===== src/rtl/hexscan.sv =====
// hexscan: time-multiplexed seven-segment scanner with per-slot guard phase and 16-step PWM brightness
module hexdisp (
  input  logic [4:0] val,
  output logic [7:0] seg
);
  logic [6:0] g;
  always_comb begin
    case (val[3:0])
      4'h0: g = 7'h40;
      4'h1: g = 7'h79;
      4'h2: g = 7'h24;
      4'h3: g = 7'h30;
      4'h4: g = 7'h19;
      4'h5: g = 7'h12;
      4'h6: g = 7'h02;
      4'h7: g = 7'h78;
      4'h8: g = 7'h00;
      4'h9: g = 7'h10;
      4'hA: g = 7'h08;
      4'hB: g = 7'h03;
      4'hC: g = 7'h46;
      4'hD: g = 7'h21;
      4'hE: g = 7'h06;
      default: g = 7'h0E;
    endcase
  end
  assign seg = {~val[4], g};
endmodule

module hexscan #(
  parameter int DIGITS = 6,
  parameter int PHASE  = 3125
) (
  input  logic              clk_i,
  input  logic              rst_i,
  input  logic              wr_i,
  input  logic [2:0]        addr_i,
  input  logic [5:0]        data_i,
  input  logic [3:0]        bright_i,
  output logic [7:0]        seg_o,
  output logic [DIGITS-1:0] an_o,
  output logic              frame_o
);
  localparam int PW = PHASE > 1 ? $clog2(PHASE) : 1;
  logic [PW-1:0] pcnt;
  logic [3:0]    phase, blat;
  logic [2:0]    digit;
  logic [5:0]    regs [8];
  logic [7:0]    dec, sel;
  logic          pend, send, fend, on;
  assign pend = pcnt == PW'(PHASE - 1);
  assign send = pend && phase == 4'hF;
  assign fend = send && digit == 3'(DIGITS - 1);
  // phase 0 is the guard phase, so it never lights regardless of blat
  assign on   = phase != 4'h0 && phase <= blat && !regs[digit][5];
  assign sel  = 8'b1 << digit;
  hexdisp u_dec (.val(regs[digit][4:0]), .seg(dec));
  always_ff @(posedge clk_i or posedge rst_i) begin
    if (rst_i) begin
      pcnt    <= '0;
      phase   <= '0;
      digit   <= '0;
      blat    <= '0;
      seg_o   <= 8'hFF;
      an_o    <= '1;
      frame_o <= 1'b0;
      for (int i = 0; i < 8; i++) regs[i] <= 6'h20;
    end else begin
      pcnt <= pend ? '0 : pcnt + 1'b1;
      if (pend) phase <= phase + 1'b1;
      if (send) digit <= fend ? 3'd0 : digit + 1'b1;
      if (phase == 4'h0 && pcnt == '0) blat <= bright_i;
      if (wr_i && {1'b0, addr_i} < 4'(DIGITS)) regs[addr_i] <= data_i;
      seg_o   <= on ? dec : 8'hFF;
      an_o    <= on ? ~sel[DIGITS-1:0] : '1;
      frame_o <= fend;
    end
  end
endmodule


===== config.mk =====
export PLATFORM = sky130hd
export DESIGN_NAME = hexscan
export DESIGN_NICKNAME = d
export VERILOG_FILES = /design/src/rtl/hexscan.sv
export SDC_FILE = /design/constraint.sdc
export NUM_CORES = 1
export LEC_CHECK = 0
export CORE_ASPECT_RATIO = 0.7
export CORE_UTILIZATION = 50
export CTS_BUF_LIST = sky130_fd_sc_hd__clkbuf_8
export DETAILED_ROUTE_END_ITERATION = 10
export DONT_BUFFER_PORTS = 1
export PLACE_DENSITY = 0.73
export SYNTH_ARGS = -nofsm -noshare
export SYNTH_HDL_FRONTEND = slang
export SYNTH_HIERARCHICAL = 1
export SYNTH_SLANG_ARGS = --single-unit

===== constraint.sdc =====
create_clock -name clk_i -period 4.58 [get_ports clk_i]
set_clock_uncertainty 0.1 [all_clocks]
set_input_delay 0.916 -clock clk_i [delete_from_list [all_inputs] [get_ports clk_i]]
set_output_delay 0.916 -clock clk_i [all_outputs]
set_load 0.02 [all_outputs]

==> After elaboration in Yosys (flattened, before gate mapping) <==
Memories as Yosys holds them, arrays and structs flattened.
Cells that the tools add are included.
{ "word_totals": {"output_inout_bits": 15, "reg_bits": 86, "rom_bits": 112, "inputBits": 16, "memories": 1, "elab_cells": 53} }
{ "classes": {"shifts": 1, "reduce_logical": 11, "mux": 10, "n_eq_ne": 3, "magnitude_cmp": 5, "n_bitwise": 4, "addsub": 3} }
{ "memory_table": {"columns": ["name", "words", "width", "read_ports", "rd_clocked_by_memory_dff", "wr", "line", "source"], "rows": [
  ["(name not given)", 16, 7, 1, 0, 0, "8", "case (val[3:0])"]
]} }
{ "op_table": {"columns": ["op", "count"], "rows": [
  ["48-bit bitwise mux", 1],
  ["6-bit two-way mux", 4],
  ["6-bit binary-select mux with 3-bit select", 1],
  ["6-bit demux with 3-bit select", 1],
  ["12-bit by 1-bit adder with 12-bit output (second input constant)", 1],
  ["12-bit equality test (second input constant)", 1],
  ["12-bit logical NOT", 1],
  ["12-bit two-way mux", 1],
  ["4-bit >= comparator (second input constant)", 2],
  ["8-bit two-way mux", 1],
  ["3-bit NOT with 4-bit output", 2],
  ["1-bit logical AND", 7],
  ["6-bit NOT", 1],
  ["1-bit by 3-bit left shift with 6-bit output (first input constant)", 1],
  ["4-bit by 1-bit adder with 4-bit output (second input constant)", 1],
  ["4-bit equality test (second input constant)", 1],
  ["4-bit <= comparator", 1],
  ["4-bit logical NOT", 1],
  ["4-bit by 1-bit less-than comparator with 1-bit output (second input constant)", 1],
  ["4-bit nonzero test", 1],
  ["3-bit by 1-bit adder with 3-bit output (second input constant)", 1],
  ["3-bit equality test (second input constant)", 1],
  ["3-bit less-than comparator (second input constant)", 1],
  ["3-bit two-way mux", 1],
  ["2 further kinds", 2]
]} }

==> Depth between registers and ports, before layout <==
{ "depth": {"depth_word": 7, "ltp_mapped": 10, "depth_no_buf": 9} }

==> By module <==
The synthesis kept the hierarchy.
{ "by_module_without_submodules": {"columns": ["mod", "area_per_inst_um2", "seq_area_each_um2", "n_inst", "cells_per_inst"], "rows": [
  ["hexscan", 3865.0, 2179.6, 1, 283],
  ["hexdisp", 277.8, 0.0, 1, 34]
]} }

==> Worst setup path before layout <==
No wires, ideal clock.
{ "synth_timing": {"kind": "reg2reg", "start": "register digit[0]", "end": "register seg_o[3]", "stages_incl_launch_ff": 10, "synth_period_minus_slack_ns": 2.543, "path_slack_ns": 2.037, "setup_ns": 0.089, "n_path_buf": 1, "required_time_ns": 4.391, "arrival_ns": 2.354, "path_cell_list": "dfrtp_1 > buf_2 > mux4_2 > nand2_1 > nand2_1 > inv_1 > ha_1 > inv_1 > mux4_1 > nand2b_1"} }
{ "synth_via": {"elab_cells_between_ends": 8, "classes_between": "mux: 4; bitwise: 1; reduce/logical: 2; memory: 1"} }
{ "synth_rtl": {"columns": ["element", "line", "source"], "rows": [
  ["from (decl)", "47", "logic [2:0] digit;"],
  ["from (signal assigned)", "71", "if (send) digit <= fend ? 3'd0 : digit + 1'b1;"],
  ["3-bit NOT with 4-bit output (not written as such)", "57", "hexdisp u_dec (.val(regs[digit][4:0]), .seg(dec));"],
  ["6-bit binary-select mux with 3-bit select", "57", null],
  ["6-bit two-way mux (not written as such) (2 in series)", "57", null],
  ["memory read 16 x 7 bit", null, null],
  ["via dec[3]", "49", "logic [7:0] dec, sel;"],
  ["8-bit two-way mux", "74", "seg_o <= on ? dec : 8'hFF;"],
  ["to (signal assigned)", "74", null],
  ["to (decl)", "40", "output logic [7:0] seg_o,"]
]} }
The timed path passes the listed nets, and every way through them passes these cells. The select of a mux whose other input is x is not followed.
A chain may end at the register's enable or synchronous reset.

==> Worst setup path in the final report <==
Same ends and word-level chain as after synthesis.

==> results by group <==
Worst setup path
  • Crit end category: register
  • Slowest library cell on the worst path: dfrtp_1
  • Worst-path fanout max: 15
  • Nature of the critical path startpoint: register
  • Critical path cell sequence: mux4_2, nand2_1, nand2_1, inv_1, ha_1, inv_1, mux4_1, nand2b_1
  • WP data required: 4.73 ns
  • Critical path class: register to register
  • CP Data Arrival Time: 3.06 ns
  • Crit-path max cell delay: 0.85 ns

Power and ir drop
  • VDD IR-drop max: 0.236 mV
  • Psw: 0.405 mW
  • Reg power frac: 51.4%
  • Sw Share: 23.8%
  • P_leak: 1.92 nW
  • Combinational group share of total power: 14.1%
  • Internal Power: 1.30 mW
  • Power share of the clock group: 34.4%
  • PwrDens: 385 nW/um^2

STA
  • Finish-stage setup viols: 0
  • Slew HR: 26.1%
  • Period utilization: 63.6%
  • Min cycle time layout: 2.91 ns
  • Max Slew Vio Count: 0
  • Final hold slack: 0.272 ns
  • Final hold vios: 0
  • F_max: 343 MHz
  • Worst-margin pin slew: 1.11 ns
  • Setup TNS: 0 ns
  • Unrepaired setup endpoints after global routing: no

Die
  • Ports: 31
  • Die width: 111 um
  • Starting density of the core: 52.2%
  • Die area: 8660 sq um
  • Core ar.: 7940 sq um
  • Site Rows: 27
  • Die Y: 78.2 um

Global route
  • Largest net degree at the start of global routing: 59
  • Number of global-route vias before repair: 2323
  • Grt total ovfl: 0
  • First-pass GRT wire length: 11700 um
  • GRT Overall Usage: 17.9%
  • Initial antenna violation count: 0

Logic synthesis
  • Seq/Total Area, Yosys: 52.6%
  • Async SR Flop Fraction: 100%
  • Flops & latches, synth: 86
  • Average size of a mapped cell: 13.1 sq um
  • YS warnings: 6
  • Mapped cell area: 4140 sq um
  • Post-synth net total: 353
  • Synthesized instance count: 317
  • Main synth FF type: dfrtp_1
  • Post-synth EDFFs: 0
  • Netlist cell types: 42

Cells and area
  • Area growth syn-to-layout: 6.70%
  • Layout Nets: 346
  • Layout cell share with drive strength beyond 1: 33.3%
  • # diodes: 0

Drt
  • DR vias: 2287
  • Vias per cell: 5.50
  • DRC: 0
  • Starting DRT DRC Count: 123
  • ANT nets after route: 0
  • DR pass1 iterations: 4
  • Total Wirelength: 7020 um
  • Avg WL per Cell: 16.9 um

CTS
  • Clock Path Buffers: 2
  • Clock buffers created by TritonCTS: 9
  • # clock sinks: 86
  • Post-CTS repair timing setup buffer count: 0
  • CTS H-tree lvls: 3
  • CTS tree: done
  • Hold_buf cts: 0
  • Root Driver: clkbuf_8
  • PostCTS Resize Cnt: 0
  • Clk slew on worst S/H paths: 0.08 ns
  • Clock latency on the worst-skew pair: 0.35 ns

Placement
  • DPL Wire Length: 4840 um
  • I/O Buffers: 0
  • Final RePlAce weighted congestion: 0.767

Hold path
  • Min-delay worst type: register to register

Outcome
  • Outcome: completed

Job
  • MaxCap Viol Count: 0
==> worst paths after layout <==
check                          from  endpoint  slack [ns]  depth (start not counted)
hold reg to reg            regs[11]  regs[11]        0.27                          0
max in group asynchronous     rst_i  seg_o[3]        2.87                          2
setup reg to reg           digit[0]  seg_o[3]        1.67                          8
min in group asynchronous     rst_i  regs[14]        0.55                          1
hold / removal             regs[11]  regs[11]        0.27                          0
setup / recovery           digit[0]  seg_o[3]        1.67                          8
==> registers in the layout, summed over array words and instances (netlist names) <==
name	count
an_o	6
blat	4
digit	3
frame_o	1
pcnt	12
phase	4
regs	48
seg_o	8
==> through the flow <==
stage                     power [mW]  std cells  worst slack, ns  area [sq um]  utilization [%]
after floorplan                 1.08        317             1.38          4140                -
after global placement          1.12        400             1.76          4200             52.9
after detailed placement        1.13        400             1.64          4200             52.9
after CTS                       1.72        416             1.63          4420             55.7
after global routing            1.79        416             1.46          4420             55.7
final                           1.70        416             1.67          4420             55.7
==> layer usage <==
layer	routed length, um	global-route usage (%)	vias to the layer above
met5	0	0	-
met2	2940	25.3	47
met3	305	6.10	9
met4	93	6.00	0
li1	-	-	1082
met1	3680	25.8	1149
==> logic make-up after synthesis <==
kind of cell	after synthesis	synth area share [%]
multiplexers	61	20.7
buffers and inverters	39	4.02
AND/OR/NAND/NOR	85	11.3
AO/OA/AOI/OAI	14	2.81
XOR/XNOR	12	2.54
flip-flops	86	52.6
adder cells (fa/ha/maj)	20	6.04
==> cells in the mapped netlist (all sizes together), types with 3 or more instances <==
cell type	instances	area (sq um)
dfstp	22	578
buf	6	42.5
and3	3	18.8
ha	20	250
dfrtp	64	1600
inv	16	60.1
a21oi	4	20.0
mux4	13	297
nor2	11	41.3
nand4	7	50.1
nand3	11	55.1
mux2i	4	40.0
mux2	44	522
xor2	4	35.0
nand2	27	101
o21ai	3	15.0
xnor2	8	70.1
nand2b	11	68.8
clkbuf	16	60.1
==> power groups by stage <==
stage | combinational, mW | clock [mW] | sequential (mW)
2_1_floorplan | 0.208 | 0 | 0.875
3_3_place_gp | 0.231 | 0 | 0.887
3_5_place_dp | 0.241 | 0 | 0.889
4_1_cts | 0.242 | 0.604 | 0.875
5_1_grt | 0.266 | 0.635 | 0.885
6_report | 0.241 | 0.586 | 0.875
==> final cells by class <==
type	count	area (sq um)
repair buffers	4	30.0
clock inverters	6	85.1
clock buffers	10	138
inverters	17	65.1
flip-flops and latches	86	2180
fillers	635	3520
well taps	101	126
multi-input cells	192	1800
==> cell usage in the layout (no fill, tap or decap), types with 2 or more instances in the layout <==
master,synthesis,final
ha_1,20,20
nand2b_1,11,11
nor3_1,2,2
o21ai_0,3,3
bufinv_16,0,2
nor2_1,11,11
mux2_2,37,37
mux4_2,12,12
nand4_1,6,6
dfstp_2,22,22
inv_1,16,16
xor2_1,4,4
nand3_1,11,11
xnor2_1,8,8
dfrtp_1,64,64
clkbuf_8,0,10
inv_4,0,2
nor2b_1,2,2
nand2_1,27,27
and3_1,3,3
mux2_4,7,7
buf_4,0,4
nor3b_1,2,2
a21oi_1,4,4
mux2i_1,4,4
nand4b_1,2,2
==> critical path, delay by kind of cell, from the launching register on <==
| kind | cells | cell delay (ns) |
|---|---|---|
| flip-flops | 1 | 0.85 |
| multiplexers | 2 | 1.05 |
| buffers and inverters | 2 | 0.24 |
| adder cells (fa/ha/maj) | 1 | 0.16 |
| AND/OR/NAND/NOR | 3 | 0.42 |
Note: power is estimated with default switching activity, not from simulation.
==> patch 1, RTL diff (same flow settings) <==
The parameter `PHASE` goes from 3125 to 12500.
--- a/src/rtl/hexscan.sv
+++ b/src/rtl/hexscan.sv
@@ -30,5 +30,5 @@
 module hexscan #(
   parameter int DIGITS = 6,
-  parameter int PHASE  = 3125
+  parameter int PHASE  = 12500
 ) (
   input  logic              clk_i,
Check against the original RTL: no difference found for any inputs over 10 cycles, from zero or initial values and one cycle with rst_i high; that may be too few to reach the edited logic, so the function may still have changed.
==> patch 1 against the unedited design <==
  * Routed wire length is 7.7% higher
  * Synthesized cell count is 8.5% higher
  * Final area is 1.8% higher
  * Synthesized area is 4.0% higher
  * Via count is 9.1% higher
  * Sequential cell count is 2 higher
  * Largest cell class unchanged
  * Largest power group unchanged
  * Final cell count is 5.8% higher
  * Worst setup slack worse by 0.19 ns
  * Power is 3.4% lower
  * Clock power is 17% lower
==> patch 1: results (changes against the unedited design) <==
The number of distinct library cells after synthesis is 38 (-9.5%). The largest registers in the layout are regs: 48 flops, pcnt: 14 flops, seg_o: 8 flops. The wire length on met3 is 412 um (+35%). The static leakage came to 0.00193 uW (+0.69%).

The count of routing violations after the opening detailed-route iteration came to 105 (-15%). The routed metal-1 wirelength is 3650 um (-0.84%). The critical path ends at seg_o[3].

The combinational share of power was 0.159 (+0.018). The setup slack of the most critical reg-to-reg path came out at 1.47 ns (-0.19 ns). The routed length per instance is 17.2 um (+1.8%). The clock slew seen by the registers of the worst setup and hold paths is 0.08 ns (about the same).

The worst endpoint data arrival time is 3.25 ns (+0.19 ns). The largest net degree at the start of global routing came to 61 (+3.4%). The hold path endpoint is regs[8]. The post-synthesis sequential area ratio is 0.518 (-0.00855). The fraction of layout instances using a drive strength above 1 came out at 0.292 (-0.0413). The transition time at the pin with the least slew margin came to 1.09 ns (-0.0208 ns). The post-detailed-placement half-perimeter wirelength came out at 5340 um (+10%). The routed wire length on met2 came to 3440 um (+17%). The via count normalized by instance count came to 5.67 (+3.1%). The worst supply voltage drop on vdd is 224 uV (-5.2%). The run finished with clean final reports. The global-route wire length before repair is 12900 um (+10%). The insertion delay to the later sink of the worst-skew pair is 0.37 ns (+0.02 ns).

The global-route usage over all layers was 0.193 (+0.0140). The flip-flop and latch power was 896 uW (+2.4%). Yosys attributes the largest share of cell area to sky130_fd_sc_hd__dfrtp_1, sky130_fd_sc_hd__dfstp_2, sky130_fd_sc_hd__mux2_2.

The number of nets produced by synthesis came out at 380 (+7.6%). The number of cells on the worst reg-to-reg path came out at 9 (+1). The maximum fanout along the worst path was 17 (+2). The last weighted congestion value of the routability-driven placer is 0.793 (+3.4%). The net switching power of the design came out at 408 uW (+0.59%). The number of global-route vias before repair was 2515 (+8.3%). The tightest hold margin is 0.274 ns (+0.00202 ns).
==> patch 1: final cells by class <==
type                       count  area, um2  area share
clock buffer                   9        124      0.0275
inverter                      17       65.1      0.0145
tap                          101        126      0.0281
timing repair buffer           1       7.51     0.00167
clock inverter                 7       52.6      0.0117
sequential                    88       2230       0.495
multi-input combinational    217       1900       0.421
==> patch 1: kinds of logic (layout without fill, tap and decap cells) <==
kind of cell	count (synthesis)	count (layout)	share of synthesized area
xor gates and xnor gates	14	14	0.0285
muxes	63	63	0.202
DFF	88	88	0.518
adders and majority gates	20	20	0.0581
AOI/OAI and AO/OA	13	13	0.0189
and+or+nand+nor	107	107	0.133
buffers and inverters	39	34	0.0421
==> patch 1: per-stage QoR <==
stage                     setup WS, ns  instance area (um2)  utilization  power [uW]  std cells
after floorplan                   1.32                 4310            -        1120        344
after global placement            1.62                 4330        0.533        1160        424
after detailed placement          1.47                 4330        0.533        1170        424
after CTS                         1.43                 4500        0.555        1660        440
after global routing              1.21                 4500        0.555        1730        440
final                             1.47                 4500        0.555        1640        440
==> patch 1: worst max-delay path: stages, from the launching register on <==
cell	delay, ns
sky130_fd_sc_hd__dfrtp_1	0.95
sky130_fd_sc_hd__mux4_2	0.60
sky130_fd_sc_hd__nand2_1	0.08
sky130_fd_sc_hd__nand2_1	0.17
sky130_fd_sc_hd__inv_1	0.19
sky130_fd_sc_hd__ha_1	0.17
sky130_fd_sc_hd__inv_1	0.05
sky130_fd_sc_hd__mux4_1	0.50
sky130_fd_sc_hd__nor2_1	0.11
sky130_fd_sc_hd__nand2_1	0.05
==> patch 1: metal layers <==
metal  vias to the layer above  track usage
met4                         0       0.0526
met1                      1265        0.272
met5                         -            0
met3                         7       0.0714
met2                        51        0.281
li1                       1172            -
==> patch 2, RTL diff (same flow settings) <==
Made on the original files. Register the inputs `wr_i`, `addr_i`, `data_i` and `bright_i` before use, without a reset. The logic sees them one clock later.
--- a/src/rtl/hexscan.sv
+++ b/src/rtl/hexscan.sv
@@ -43,4 +43,17 @@
 );
   localparam int PW = PHASE > 1 ? $clog2(PHASE) : 1;
+
+  logic wr_q;
+  logic [2:0] addr_q;
+  logic [5:0] data_q;
+  logic [3:0] bright_q;
+
+  always_ff @(posedge clk_i) begin
+    wr_q     <= wr_i;
+    addr_q   <= addr_i;
+    data_q   <= data_i;
+    bright_q <= bright_i;
+  end
+
   logic [PW-1:0] pcnt;
   logic [3:0]    phase, blat;
@@ -70,6 +83,6 @@
       if (pend) phase <= phase + 1'b1;
       if (send) digit <= fend ? 3'd0 : digit + 1'b1;
-      if (phase == 4'h0 && pcnt == '0) blat <= bright_i;
-      if (wr_i && {1'b0, addr_i} < 4'(DIGITS)) regs[addr_i] <= data_i;
+      if (phase == 4'h0 && pcnt == '0) blat <= bright_q;
+      if (wr_q && {1'b0, addr_q} < 4'(DIGITS)) regs[addr_q] <= data_q;
       seg_o   <= on ? dec : 8'hFF;
       an_o    <= on ? ~sel[DIGITS-1:0] : '1;
Behaviour: no difference found for any inputs over 10 cycles, from zero or initial values and one cycle with rst_i high; that may be too few to reach the edited logic, so the function may still have changed.
==> patch 2 against the unedited design <==
  * Sequential cell count up 14
  * Fmax increased by 1.4%
  * Count of clock-buffer cells in the layout unchanged
  * Worst setup slack improved by 0.041 ns
  * First-iteration DRC count shrank 24%
  * Final area rose by 6.3%
  * Power increased by 8.3%
  * Routed wire length up 0.27%
  * Synthesized area rose by 6.5%
  * Critical path depth unchanged
==> patch 2: results (changes against the unedited design) <==
The flow ran to the end, and the final reports show no timing, DRC or antenna violations. The number of iterations in the first detailed-routing pass came out at 5 (+1). The post-detailed-placement half-perimeter wirelength came out at 4970 um (+2.7%). The routed wire length on met2 came out at 2990 um (+1.5%). The number of distinct library cells after synthesis is 41 (-2.4%). For hold timing, the worst endpoint is regs[5]. The wire length on met3 is 315 um (+3.3%). The final routed wirelength across all metal layers is 7040 um (+0.27%). After synthesis, the cell types taking the most area are sky130_fd_sc_hd__dfrtp_1, sky130_fd_sc_hd__dfstp_2, sky130_fd_sc_hd__mux2_2. The number of nets produced by synthesis came out at 368 (+4.2%). The relative max-transition margin is 0.284 (+0.0235). The static leakage was 0.00204 uW (+6.5%). The largest net degree at the start of global routing came out at 56 (-5.1%).

The part of the total power dissipated in the clock network is 0.321 (-0.023). The setup slack of the most critical reg-to-reg path is 1.71 ns (+0.04 ns). The cell-internal power is 1420 uW (+9.4%). The cell total after placement came to 434 (+8.5%).

The share of flip-flops with an asynchronous set or reset is 0.860 (-0.140). The met3 routing resource usage after global routing came out at 0.0543 (-0.00666). The overall power consumption came out at 1840 uW (+8.3%). The number of fill cells came out at 710 (+12%).

The number of standard cells in the final layout excluding fillers came to 450 (+8.2%). The tightest hold margin came to 0.271 ns (-0.000792 ns). The met1 capacity usage during global routing is 0.264 (+0.00547). The worst endpoint data arrival time came out at 3.04 ns (-0.02 ns). The routed via count came out at 2326 (+1.7%). The global-route wire length before repair came out at 12000 um (+2.4%). The post-place instance area is 0.00448 mm2 (+6.7%). The global-route usage over all layers is 0.177 (-0.00196). The layout net count came out at 361 (+4.3%). The met2 demand-to-capacity share in global routing came out at 0.245 (-0.00795). The highest achievable clock rate is 348 MHz (+1.4%).

The routed metal-1 wirelength is 3710 um (+0.82%). The worst supply voltage drop on vdd came to 255 uV (+8.0%). The post-synthesis sequential area ratio was 0.558 (+0.0316). The count of routing violations after the opening detailed-route iteration is 94 (-24%).
[patch 2: changes by cell type after synthesis, moves of 3 or more]
cell,before,now
sky130_fd_sc_hd__mux2_4,7,3
sky130_fd_sc_hd__mux2_2,37,42
sky130_fd_sc_hd__dfxtp_1,0,14
sky130_fd_sc_hd__inv_1,16,19
sky130_fd_sc_hd__nor2_1,11,16
[patch 2: logic make-up (layout without fill, tap and decap cells)]
group	count (synthesis)	count (layout)	synth area share
simple gates	86	86	0.106
xor+xnor	11	11	0.0218
compound gates	14	14	0.0270
flops	100	100	0.558
mux	62	62	0.194
fa+ha+maj	20	20	0.0567
buf+inv	39	37	0.0372
[patch 2: layout make-up]
cell class	count	area, um2	share of cell area
clock inverter	6	80.1	0.0170
tap	120	150	0.0320
clock buffer	10	138	0.0293
sequential	100	2460	0.524
multi-input combinational	193	1790	0.380
timing repair buffer	1	7.51	0.00160
inverter	20	76.3	0.0162
